===== src/rtl/vend_pkg.sv =====
// Shared types and constants for the vending controller: FSM state encoding,
// coin values, default pricing and a helper that sums one cycle's coin pulses.
package vend_pkg;

  typedef enum logic [1:0] {
    StIdle,
    StCredit,
    StDispense,
    StChange
  } vend_state_e;

  localparam int unsigned NICKEL  = 1;
  localparam int unsigned DIME    = 2;
  localparam int unsigned QUARTER = 5;

  localparam int unsigned DEFAULT_PRICE      = 15;
  localparam int unsigned DEFAULT_MAX_CREDIT = 40;

  function automatic logic [3:0] coin_sum(input logic n, input logic d, input logic q);
    logic [3:0] s;
    s = '0;
    if (n) s = s + 4'(NICKEL);
    if (d) s = s + 4'(DIME);
    if (q) s = s + 4'(QUARTER);
    return s;
  endfunction

endpackage


===== src/rtl/vend_controller_if.sv =====
// Button front-end / actuator / display bundle for vend_controller.
// master drives the pulses and sold-out levels, slave is the controller.
interface vend_controller_if #(
  parameter int unsigned NUM_ITEMS = 4,
  parameter int unsigned CREDIT_W  = 6
);
  localparam int unsigned ITEM_W = (NUM_ITEMS > 1) ? $clog2(NUM_ITEMS) : 1;

  logic                 coin_n;
  logic                 coin_d;
  logic                 coin_q;
  logic [NUM_ITEMS-1:0] sel;
  logic                 cancel;
  logic [NUM_ITEMS-1:0] item_empty;
  logic [CREDIT_W-1:0]  credit;
  logic                 coin_reject;
  logic                 deny;
  logic                 dispense;
  logic [ITEM_W-1:0]    dispense_item;
  logic                 change_nickel;
  logic                 busy;

  modport master (
    output coin_n, coin_d, coin_q, sel, cancel, item_empty,
    input  credit, coin_reject, deny, dispense, dispense_item, change_nickel, busy
  );

  modport slave (
    input  coin_n, coin_d, coin_q, sel, cancel, item_empty,
    output credit, coin_reject, deny, dispense, dispense_item, change_nickel, busy
  );

endinterface


===== src/rtl/change_dispenser.sv =====
// Returns a loaded nickel count as a 1-high/1-low pulse stream, decrementing
// the count on every pulse and flagging the last pulse via o_done.
module change_dispenser #(
  parameter int unsigned CNT_W = 6
) (
  input  logic             i_clk,
  input  logic             i_rst,
  input  logic             i_load,
  input  logic [CNT_W-1:0] i_load_val,
  output logic             o_pulse,
  output logic             o_done,
  output logic [CNT_W-1:0] o_count
);

  logic [CNT_W-1:0] r_count;
  logic             r_active;
  logic             r_pulse;

  always_ff @(posedge i_clk) begin
    if (i_rst) begin
      r_count  <= '0;
      r_active <= 1'b0;
      r_pulse  <= 1'b0;
    end else if (i_load) begin
      r_count  <= i_load_val;
      r_active <= (i_load_val != '0);
      r_pulse  <= (i_load_val != '0);
    end else if (r_active) begin
      if (r_pulse) begin
        r_count <= r_count - CNT_W'(1);
        r_pulse <= 1'b0;
        if (r_count == CNT_W'(1)) r_active <= 1'b0;
      end else begin
        r_pulse <= 1'b1;
      end
    end
  end

  assign o_pulse = r_pulse;
  assign o_done  = r_active && r_pulse && (r_count == CNT_W'(1));
  assign o_count = r_count;

endmodule


===== src/rtl/vend_controller.sv =====
// Vending sequencer: coin accumulation with a credit ceiling, priority-encoded
// item select, timed dispense and nickel-by-nickel change return.
module vend_controller
  import vend_pkg::*;
#(
  parameter int unsigned NUM_ITEMS   = 4,
  parameter int unsigned PRICE       = DEFAULT_PRICE,
  parameter int unsigned MAX_CREDIT  = DEFAULT_MAX_CREDIT,
  parameter int unsigned CREDIT_W    = 6,
  parameter int unsigned DISP_CYCLES = 8
) (
  input logic              i_clk,
  input logic              i_rst,
  vend_controller_if.slave io_bus
);

  localparam int unsigned ITEM_W = (NUM_ITEMS > 1) ? $clog2(NUM_ITEMS) : 1;
  localparam int unsigned DISP_W = $clog2(DISP_CYCLES + 1);

  vend_state_e         r_state, w_state_next;
  logic [CREDIT_W-1:0] r_credit, w_credit_next, w_credit_acc, w_chg_val, w_chg_count;
  logic [DISP_W-1:0]   r_disp_cnt, w_disp_next;
  logic [ITEM_W-1:0]   r_item, w_item_next, w_sel_idx;
  logic                r_coin_reject, w_coin_rej_next;
  logic                r_deny, w_deny_next;
  logic                w_any_coin, w_sel_any, w_fits, w_grant;
  logic                w_chg_load, w_chg_pulse, w_chg_done;
  logic [CREDIT_W:0]   w_total;
  logic [3:0]          w_coin_sum;

  assign w_any_coin   = io_bus.coin_n | io_bus.coin_d | io_bus.coin_q;
  assign w_coin_sum   = coin_sum(io_bus.coin_n, io_bus.coin_d, io_bus.coin_q);
  assign w_total      = {1'b0, r_credit} + (CREDIT_W + 1)'(w_coin_sum);
  assign w_fits       = (w_total <= (CREDIT_W + 1)'(MAX_CREDIT));
  assign w_credit_acc = w_fits ? w_total[CREDIT_W-1:0] : r_credit;

  // Lowest set select bit wins.
  always_comb begin
    w_sel_idx = '0;
    for (int i = int'(NUM_ITEMS) - 1; i >= 0; i--) begin
      if (io_bus.sel[i]) w_sel_idx = ITEM_W'(i);
    end
  end

  assign w_sel_any = |io_bus.sel;
  assign w_grant   = w_sel_any && (r_credit >= CREDIT_W'(PRICE))
                     && !io_bus.item_empty[w_sel_idx];

  always_comb begin
    w_state_next    = r_state;
    w_credit_next   = r_credit;
    w_disp_next     = r_disp_cnt;
    w_item_next     = r_item;
    w_coin_rej_next = 1'b0;
    w_deny_next     = 1'b0;
    w_chg_load      = 1'b0;
    w_chg_val       = r_credit;

    unique case (r_state)
      StIdle, StCredit: begin
        w_coin_rej_next = w_any_coin && !w_fits;
        w_credit_next   = w_credit_acc;
        w_state_next    = (w_credit_acc != '0) ? StCredit : StIdle;
        if (io_bus.cancel) begin
          // Coins of this cycle are already folded into the refund.
          if (w_credit_acc != '0) begin
            w_chg_load    = 1'b1;
            w_chg_val     = w_credit_acc;
            w_credit_next = '0;
            w_state_next  = StChange;
          end
        end else if (w_sel_any) begin
          if (w_grant) begin
            w_credit_next = w_credit_acc - CREDIT_W'(PRICE);
            w_item_next   = w_sel_idx;
            w_disp_next   = DISP_W'(DISP_CYCLES - 1);
            w_state_next  = StDispense;
          end else begin
            w_deny_next = 1'b1;
          end
        end
      end
      StDispense: begin
        w_coin_rej_next = w_any_coin;
        if (r_disp_cnt == '0) begin
          if (r_credit != '0) begin
            w_chg_load    = 1'b1;
            w_chg_val     = r_credit;
            w_credit_next = '0;
            w_state_next  = StChange;
          end else begin
            w_state_next = StIdle;
          end
        end else begin
          w_disp_next = r_disp_cnt - DISP_W'(1);
        end
      end
      StChange: begin
        w_coin_rej_next = w_any_coin;
        if (w_chg_done) w_state_next = StIdle;
      end
      default: w_state_next = StIdle;
    endcase
  end

  always_ff @(posedge i_clk) begin
    if (i_rst) begin
      r_state       <= StIdle;
      r_credit      <= '0;
      r_disp_cnt    <= '0;
      r_item        <= '0;
      r_coin_reject <= 1'b0;
      r_deny        <= 1'b0;
    end else begin
      r_state       <= w_state_next;
      r_credit      <= w_credit_next;
      r_disp_cnt    <= w_disp_next;
      r_item        <= w_item_next;
      r_coin_reject <= w_coin_rej_next;
      r_deny        <= w_deny_next;
    end
  end

  change_dispenser #(
    .CNT_W (CREDIT_W)
  ) u_change (
    .i_clk      (i_clk),
    .i_rst      (i_rst),
    .i_load     (w_chg_load),
    .i_load_val (w_chg_val),
    .o_pulse    (w_chg_pulse),
    .o_done     (w_chg_done),
    .o_count    (w_chg_count)
  );

  // While returning change the dispenser holds the live credit count.
  assign io_bus.credit        = (r_state == StChange) ? w_chg_count : r_credit;
  assign io_bus.coin_reject   = r_coin_reject;
  assign io_bus.deny          = r_deny;
  assign io_bus.dispense      = (r_state == StDispense);
  assign io_bus.dispense_item = (r_state == StDispense) ? r_item : '0;
  assign io_bus.change_nickel = w_chg_pulse;
  assign io_bus.busy          = (r_state == StDispense) || (r_state == StChange);

endmodule


===== src/flat_wrapper.sv =====
// flat-port wrapper written by rule: the top's interface ports become plain ports
module vend_controller_flat import vend_pkg::*;
#(
  parameter int unsigned NUM_ITEMS   = 4,
  parameter int unsigned PRICE       = DEFAULT_PRICE,
  parameter int unsigned MAX_CREDIT  = DEFAULT_MAX_CREDIT,
  parameter int unsigned CREDIT_W    = 6,
  parameter int unsigned DISP_CYCLES = 8
)
  (i_clk, i_rst, io_bus_coin_n, io_bus_coin_d, io_bus_coin_q, io_bus_sel, io_bus_cancel, io_bus_item_empty, io_bus_credit, io_bus_coin_reject, io_bus_deny, io_bus_dispense, io_bus_dispense_item, io_bus_change_nickel, io_bus_busy);
  vend_controller_if #(.NUM_ITEMS(NUM_ITEMS), .CREDIT_W(CREDIT_W)) io_bus_i ();
  input logic i_clk;
  input logic i_rst;
  input wire logic [$bits(io_bus_i.coin_n)-1:0] io_bus_coin_n;
  input wire logic [$bits(io_bus_i.coin_d)-1:0] io_bus_coin_d;
  input wire logic [$bits(io_bus_i.coin_q)-1:0] io_bus_coin_q;
  input wire logic [$bits(io_bus_i.sel)-1:0] io_bus_sel;
  input wire logic [$bits(io_bus_i.cancel)-1:0] io_bus_cancel;
  input wire logic [$bits(io_bus_i.item_empty)-1:0] io_bus_item_empty;
  output wire logic [$bits(io_bus_i.credit)-1:0] io_bus_credit;
  output wire logic [$bits(io_bus_i.coin_reject)-1:0] io_bus_coin_reject;
  output wire logic [$bits(io_bus_i.deny)-1:0] io_bus_deny;
  output wire logic [$bits(io_bus_i.dispense)-1:0] io_bus_dispense;
  output wire logic [$bits(io_bus_i.dispense_item)-1:0] io_bus_dispense_item;
  output wire logic [$bits(io_bus_i.change_nickel)-1:0] io_bus_change_nickel;
  output wire logic [$bits(io_bus_i.busy)-1:0] io_bus_busy;
  assign io_bus_i.coin_n = io_bus_coin_n;
  assign io_bus_i.coin_d = io_bus_coin_d;
  assign io_bus_i.coin_q = io_bus_coin_q;
  assign io_bus_i.sel = io_bus_sel;
  assign io_bus_i.cancel = io_bus_cancel;
  assign io_bus_i.item_empty = io_bus_item_empty;
  assign io_bus_credit = io_bus_i.credit;
  assign io_bus_coin_reject = io_bus_i.coin_reject;
  assign io_bus_deny = io_bus_i.deny;
  assign io_bus_dispense = io_bus_i.dispense;
  assign io_bus_dispense_item = io_bus_i.dispense_item;
  assign io_bus_change_nickel = io_bus_i.change_nickel;
  assign io_bus_busy = io_bus_i.busy;
  vend_controller #(.NUM_ITEMS(NUM_ITEMS), .PRICE(PRICE), .MAX_CREDIT(MAX_CREDIT), .CREDIT_W(CREDIT_W), .DISP_CYCLES(DISP_CYCLES)) u_core (.i_clk(i_clk), .i_rst(i_rst), .io_bus(io_bus_i));
endmodule

===== config.mk =====
export PLATFORM = sky130hd
export DESIGN_NAME = vend_controller_flat
export DESIGN_NICKNAME = d
export VERILOG_FILES = /design/src/rtl/vend_pkg.sv /design/src/rtl/vend_controller_if.sv /design/src/rtl/change_dispenser.sv /design/src/rtl/vend_controller.sv /design/src/flat_wrapper.sv
export SDC_FILE = /design/constraint.sdc
export NUM_CORES = 1
export LEC_CHECK = 0
export ABC_CLOCK_PERIOD_IN_PS = 4800
export BUFFER_PORTS_ARGS = -buffer_cell sky130_fd_sc_hd__clkbuf_2
export CAP_MARGIN = 40
export CORE_ASPECT_RATIO = 0.7
export CORE_UTILIZATION = 60
export CTS_BUF_LIST = sky130_fd_sc_hd__clkbuf_4 sky130_fd_sc_hd__clkbuf_8
export DETAILED_ROUTE_END_ITERATION = 8
export GPL_TIMING_DRIVEN = 0
export PLACE_DENSITY = 0.83
export SLEW_MARGIN = 20
export SYNTH_ARGS = -nofsm -noshare
export SYNTH_HDL_FRONTEND = slang
export SYNTH_SLANG_ARGS = --single-unit

===== constraint.sdc =====
create_clock -name i_clk -period 4.8 [get_ports i_clk]
set_input_delay 0.72 -clock i_clk [delete_from_list [all_inputs] [get_ports i_clk]]
set_output_delay 0.72 -clock i_clk [all_outputs]
set_load 0.03 [all_outputs]

Word-level counts from Yosys, hierarchy flattened --
Index checks and enable logic that the tools add are counted.
Cells by class: add/subtract/negate cells 6, reductions and logical operators 25, muxes and demuxes 53, eq/ne operators 11, bitwise operators 5, $lt $le $gt $ge 3
Operators by type and width (count):
- $mux 6 | 14
- $mux 2 | 12
- $mux 4 | 6
- $reduce_bool 6->1 | 3
- $mux 1 | 15
- $pmux 6 s2 | 1
- $ne 2x1->1 const B | 4
- $pmux 4 s2 | 1
- $reduce_or 4->1 | 2
- $add 6x4->7 | 1
- $le 7x6->1 const B | 1
- $eq 6x1->1 const B | 1
- $ge 6x4->1 const B | 1
- $ne 2x2->1 const B | 3
- $pmux 2 s3 | 1
- $reduce_bool 2->1 | 3
- $sub 6x1->6 const B | 1
- $sub 6x4->6 const B | 1
- $logic_and 1x1->1 | 5
- $reduce_and 5->1 | 1
- $add 4x3->4 const B | 1
- $eq 2x2->1 const B | 2
- $logic_not 4->1 | 1
- $pmux 1 s2 | 2
- other kinds (14) | 20
Storage, ports and cells: output and inout bits 13, word-level logic and storage cells 112, input port bits 14, bits in registers 24

Longest topological paths before layout --
depth in word-level cells 14, depth in mapped cells 20, gate-level depth less buffers 18

Hierarchy --
A second synthesis with hierarchy kept.
Unflattened totals: cells, all modules 277, area, all modules 2173.3 um2
By module, submodules not included:
- vend_controller | times used 1, area each 1724.2 um2, cells an instance 225, sequential area each 320.3 um2
- change_dispenser | times used 1, area each 449.2 um2, cells an instance 52, sequential area each 160.2 um2

Least setup slack after synthesis --
OpenSTA, ideal clock, no wires.
path kind input -> register, from input port io_bus_coin_d, to register u_core.u_change.r_active, path slack 493 ps, data required time 4669 ps, stages on the path 19, library setup time 131 ps, data arrival time 4176 ps, buffers on the path 2, path through inv_1 ha_1 nand2_1 o21ai_0 fa_1 a21o_1 a211oi_1 o32ai_2 a21oi_2 buf_6 mux2_4 inv_1 ha_1 nand2b_1 o41ai_2 nand2_1 buf_2 a21oi_1 nor3b_2
On the way: word-level cells in the longest chain between the ends 12, elaborated cells on any way between the ends 15, those cells by class 2 x add/sub; 1 x order compare; 10 x mux; 2 x reduce/logical
RTL lines:
- start: declaration | line flat_wrapper.sv:15 | input wire logic [$bits(io_bus_i.coin_d)-1:0] io_bus_coin_d;
- $mux 4 * | line vend_pkg.sv:23 | if (d) s = s + 4'(DIME);
- $add 4x3->4 | line vend_pkg.sv:24 | if (q) s = s + 4'(QUARTER);
- $mux 4 * | line vend_pkg.sv:24
- $add 6x4->7 * | line vend_controller.sv:33 | assign w_total = {1'b0, r_credit} + (CREDIT_W + 1)'(w_coin_sum);
- $le 7x6->1 | line vend_controller.sv:34 | assign w_fits = (w_total <= (CREDIT_W + 1)'(MAX_CREDIT));
- $mux 6 * | line vend_controller.sv:35 | assign w_credit_acc = w_fits ? w_total[CREDIT_W-1:0] : r_credit;
- $reduce_bool 6->1 | line vend_controller.sv:66 | if (w_credit_acc != '0) begin
- $mux 6 | line vend_controller.sv:66
- $mux 6 | line vend_controller.sv:64 | if (io_bus.cancel) begin
- $mux 6
- $reduce_bool 6->1 | line change_dispenser.sv:26 | r_active <= (i_load_val != '0);
- $mux 1 * | line change_dispenser.sv:24 | end else if (i_load) begin
- end signal: assignment | line change_dispenser.sv:26
- end: declaration | line change_dispenser.sv:16 | logic r_active;
Every way passes the cells marked *; elsewhere a longest branch is shown, timed or not. A chain may end at the register's enable or synchronous reset.

Final worst setup path --
from input port io_bus_coin_n, to register u_core.u_change.r_active
On the way: word-level cells in the longest chain between the ends 14, elaborated cells on any way between the ends 17, those cells by class 3 x add/sub; 1 x order compare; 11 x mux; 2 x reduce/logical
RTL lines:
- start: declaration | line flat_wrapper.sv:14 | input wire logic [$bits(io_bus_i.coin_n)-1:0] io_bus_coin_n;
- $mux 1 * | line vend_pkg.sv:22 | if (n) s = s + 4'(NICKEL);
- $add 1x2->3 | line vend_pkg.sv:23
- $mux 4 * | line vend_pkg.sv:23
- $add 4x3->4 | line vend_pkg.sv:24
- $mux 4 * | line vend_pkg.sv:24
- $add 6x4->7 * | line vend_controller.sv:33
- $le 7x6->1 | line vend_controller.sv:34
- $mux 6 * | line vend_controller.sv:35
- $reduce_bool 6->1 | line vend_controller.sv:66
- $mux 6 | line vend_controller.sv:66
- $mux 6 | line vend_controller.sv:64
- $mux 6
- $reduce_bool 6->1 | line change_dispenser.sv:26
- $mux 1 * | line change_dispenser.sv:24
Marked as above.

==> results.json <==
{
  "status": "completed",
  "grt-busiest-layer": "met2",
  "layout-drive-gt1-share_pct": 20.8,
  "gr-total-overflow": 0,
  "yosysUniqueCellTypes": 51,
  "overall_routing_resource_usage_pct": 27.6,
  "dominant_combinational_cell_family_by_area_after_synthesis": "simple AND/OR/NAND/NOR gates",
  "slowest_delay_ns": 0.46,
  "yosys.area_share.simple_pct": 25.5,
  "net_count_after_synthesis": 275,
  "pwr_density_cell_nw_per_um2": 338,
  "clk_transition_reported_paths_ns": 0.09,
  "critical_path_cell_by_cell": "clkbuf_2, inv_1, ha_1, nand2_1, o21ai_0, fa_2, a21o_1, a211oi_1, o32ai_2, a21oi_2, buf_6, mux2_4, inv_1, ha_1, nand2b_1, o41ai_4, nand2_1, buf_2, a21oi_1, nor3b_2",
  "rsz_0062_raised_after_global_routing": "false",
  "fp.dieH_um": 49.8,
  "cts_tree": "built",
  "ys_seq_area_share_pct": 24.5,
  "groute.layer.met3.usage_pct": 6.75,
  "htreeDepth": 1,
  "max-slew-margin-rel_pct": 63.8,
  "yosys-mux-area-fraction_pct": 8.62,
  "grtUsageMet1_pct": 39.0,
  "cts.path.max_buffers": 2,
  "place.gp.congestion": 0.895,
  "post_synth_inst_count": 249,
  "max_cap_violations": 0,
  "avgSynthCellArea_um2": 7.87,
  "synth-seq-cells": 24,
  "compound_gate_portion_of_the_synthesized_area_pct": 20.7,
  "via_count": 1924,
  "critPathSlowestCell": "sky130_fd_sc_hd__fa_2",
  "initial_antenna_violation_count": 0,
  "count_of_antenna_diodes_in_the_layout": 0,
  "post-synth-top-area-cell": "sky130_fd_sc_hd__dfxtp_1",
  "synth_area_leaders": "sky130_fd_sc_hd__dfxtp_1 25%, sky130_fd_sc_hd__ha_1 7.0%, sky130_fd_sc_hd__nor2_1 5.4%",
  "globalRouteMet2Util_pct": 42.4,
  "async_flop_share_pct": 0,
  "global_route_wire_length_before_repair_um": 7600,
  "post_synth_instance_area_um2": 1960,
  "coreArea_um2": 2940,
  "startpoint_type": "input pin",
  "route.detailed.drc": 0,
  "detail-route-antenna-nets": 0,
  "max_freq_ghz": 0.225,
  "drt_first_pass_iters": 5,
  "wire_length_after_detailed_routing_um": 4610,
  "cp.required_ns": 4.95,
  "vias_per_cell": 6.11,
  "cts_made_buffers": 3,
  "floorplan.initialDensity_pct": 66.6,
  "critical_path_buffers_and_inverters": 5,
  "buffer_ports.inserted": 26,
  "critPathMaxFanout": 10,
  "setup_total_negative_slack_ns": 0,
  "grt_start_max_net_pins": 14,
  "holdCritPathClass": "register to register",
  "cts_sinks": 24,
  "p_total_uw": 752,
  "cts_root_buffer": "sky130_fd_sc_hd__clkbuf_8",
  "fin_crit_sh_pct": 92.6,
  "finalHoldViolCount": 0,
  "finClkSkew_ns": 0.00638,
  "synth.yosys.warnings": 0,
  "grt_pass1_vias": 1676,
  "cp-end-kind": "register",
  "tightest_slew_ns": 0.544,
  "die_area_um2": 3500,
  "wl_per_cell_um": 14.6,
  "cp_data_arrival_time_ns": 4.59,
  "slew_violations": 0,
  "finalNetCount": 306,
  "synth_xor_area_share_pct": 7.47,
  "io-pin-count": 27,
  "clkLatencyLatePin_ns": 0.27,
  "postLayoutCoreUtil_pct": 75.5,
  "initialDrtViolationCount": 151,
  "detailed_place_hpwl_um": 3430,
  "report.final.setup_viol": 0,
  "p_leak_nw": 0.963,
  "gate_family_responsible_for_the_most_delay_along_the_worst_path": "compound AO/OA/AOI/OAI gates",
  "placementRows": 16,
  "die_w_um": 70.3,
  "yosys.area.top_type_share_pct": 24.5,
  "synth_ff_type": "sky130_fd_sc_hd__dfxtp_1",
  "area_growth_from_synthesis_to_layout_pct": 13.3,
  "irDropWorstVdd_mv": 0.199,
  "fin_crit_ns": 4.44,
  "post_synth_fa_ha_maj_area_fraction_pct": 8.04,
  "post_synth_edffs": 0,
  "timing.setup.critical_path_class": "input pin to register",
  "fin_worst_hold_slack_ns": 0.491
}
## metal layers
layer | up-vias | wire [µm] | share of wire (%)
met5 | - | 0 | 0
met4 | 0 | 34 | 0.74
met3 | 7 | 368 | 8.0
met2 | 88 | 1930 | 42
met1 | 872 | 2280 | 49
li1 | 957 | - | -
## cells by family after synthesis
| logic type | Yosys count |
|---|---|
| and+or+nand+nor | 102 |
| xor gates and xnor gates | 15 |
| DFF | 24 |
| buffers and inverters | 23 |
| muxes | 14 |
| AOI/OAI and AO/OA | 59 |
| adders and majority gates | 12 |
## cell usage in the layout, fill, tap and decap left out, types with 6 or more instances in the layout
cell	netlist	final
sky130_fd_sc_hd__nor2_1	28	28
sky130_fd_sc_hd__clkbuf_2	0	26
sky130_fd_sc_hd__nand2_1	24	24
sky130_fd_sc_hd__dfxtp_1	24	24
sky130_fd_sc_hd__a21oi_1	18	18
sky130_fd_sc_hd__nor3_1	14	14
sky130_fd_sc_hd__inv_1	11	11
sky130_fd_sc_hd__a211oi_1	11	11
sky130_fd_sc_hd__ha_1	11	11
sky130_fd_sc_hd__xnor2_1	7	7
sky130_fd_sc_hd__nand3_1	6	6
sky130_fd_sc_hd__xor2_1	6	6
sky130_fd_sc_hd__mux2i_1	6	6
## report_power, final
part	internal (mW)	total, mW	switching [mW]
clock	0.0733	0.138	0.0651
sequential	0.227	0.259	0.0324
combinational	0.139	0.354	0.215
## worst paths after layout
path | start | to | slack (ns) | cells past startpoint
max reg2reg | u_core.r_credit[0]$_SDFFE_PP0P_ | u_core.u_change.r_active$_SDFF_PP0_ | 0.89 | 16
min reg2reg | u_core.r_item[1]$_SDFFE_PP0P_ | u_core.r_item[1]$_SDFFE_PP0P_ | 0.49 | 2
max | io_bus_coin_n | u_core.u_change.r_active$_SDFF_PP0_ | 0.36 | 20
min | u_core.r_item[1]$_SDFFE_PP0P_ | u_core.r_item[1]$_SDFFE_PP0P_ | 0.49 | 2
## timing repair
| item | in CTS | in global routing |
|---|---|---|
| hold buffers | 0 | 0 |
| resized for setup | 0 | 4 |
| setup endpoints to repair | 0 | 9 |
| buffers inserted | 0 | 0 |
## tightest hold or removal path: cells and delay by family, from the launching register on
family	cells	cell delay (ns)
DFF	1	0.33
and+or+nand+nor	1	0.07
AOI/OAI and AO/OA	1	0.06
## synthesized netlist by cell type (2+ instances only)
master                     count
sky130_fd_sc_hd__or2_2         2
sky130_fd_sc_hd__mux2i_1       6
sky130_fd_sc_hd__a211oi_1     11
sky130_fd_sc_hd__dfxtp_1      24
sky130_fd_sc_hd__mux2_4        2
sky130_fd_sc_hd__a311oi_1      2
sky130_fd_sc_hd__inv_2         2
sky130_fd_sc_hd__nor3_1       14
sky130_fd_sc_hd__nor3b_1       4
sky130_fd_sc_hd__nor2b_1       2
sky130_fd_sc_hd__ha_1         11
sky130_fd_sc_hd__xnor2_1       7
sky130_fd_sc_hd__and2_1        5
sky130_fd_sc_hd__nand4_1       3
sky130_fd_sc_hd__o21a_1        2
sky130_fd_sc_hd__a21oi_1      18
sky130_fd_sc_hd__a22oi_1       2
sky130_fd_sc_hd__clkbuf_1      4
sky130_fd_sc_hd__inv_1        11
sky130_fd_sc_hd__o21ai_0       4
sky130_fd_sc_hd__nand2_1      24
sky130_fd_sc_hd__nand3_1       6
sky130_fd_sc_hd__buf_2         5
sky130_fd_sc_hd__xor2_1        6
sky130_fd_sc_hd__o21ai_1       4
sky130_fd_sc_hd__or3_1         4
sky130_fd_sc_hd__xor2_2        2
sky130_fd_sc_hd__o22ai_1       2
sky130_fd_sc_hd__mux2_2        5
sky130_fd_sc_hd__a32oi_1       2
sky130_fd_sc_hd__nor2_1       28
sky130_fd_sc_hd__nor4_1        5
sky130_fd_sc_hd__a31oi_1       2
## registers in the layout (all words and copies together), names as in the netlist
name                       cells
u_core.r_credit                6
u_core.r_state                 2
u_core.u_change.r_active       1
u_core.r_disp_cnt              4
u_core.io_bus.coin_reject      1
u_core.io_bus.deny             1
u_core.r_item                  2
u_core.u_change.o_pulse        1
u_core.u_change.o_count        6
## layout make-up
type | count | area (µm²)
Timing Repair Buffer | 26 | 130
Sequential cell | 24 | 480
Buffer | 10 | 51.3
Tap cell | 36 | 45.0
Inverter | 13 | 48.8
Fill cell | 228 | 721
Clock buffer | 4 | 55.1
Multi-Input combinational cell | 202 | 1410
## through the flow
step                setup slack [ns]  cell area, µm²  std cells
floorplan                      0.493            1960        249
global placement             -0.0595            2140        311
detailed placement            -0.113            2140        311
CTS                            0.166            2190        315
global route                 0.00941            2220        315
finish                         0.356            2220        315
Note: power is estimated with default switching activity, not from simulation.
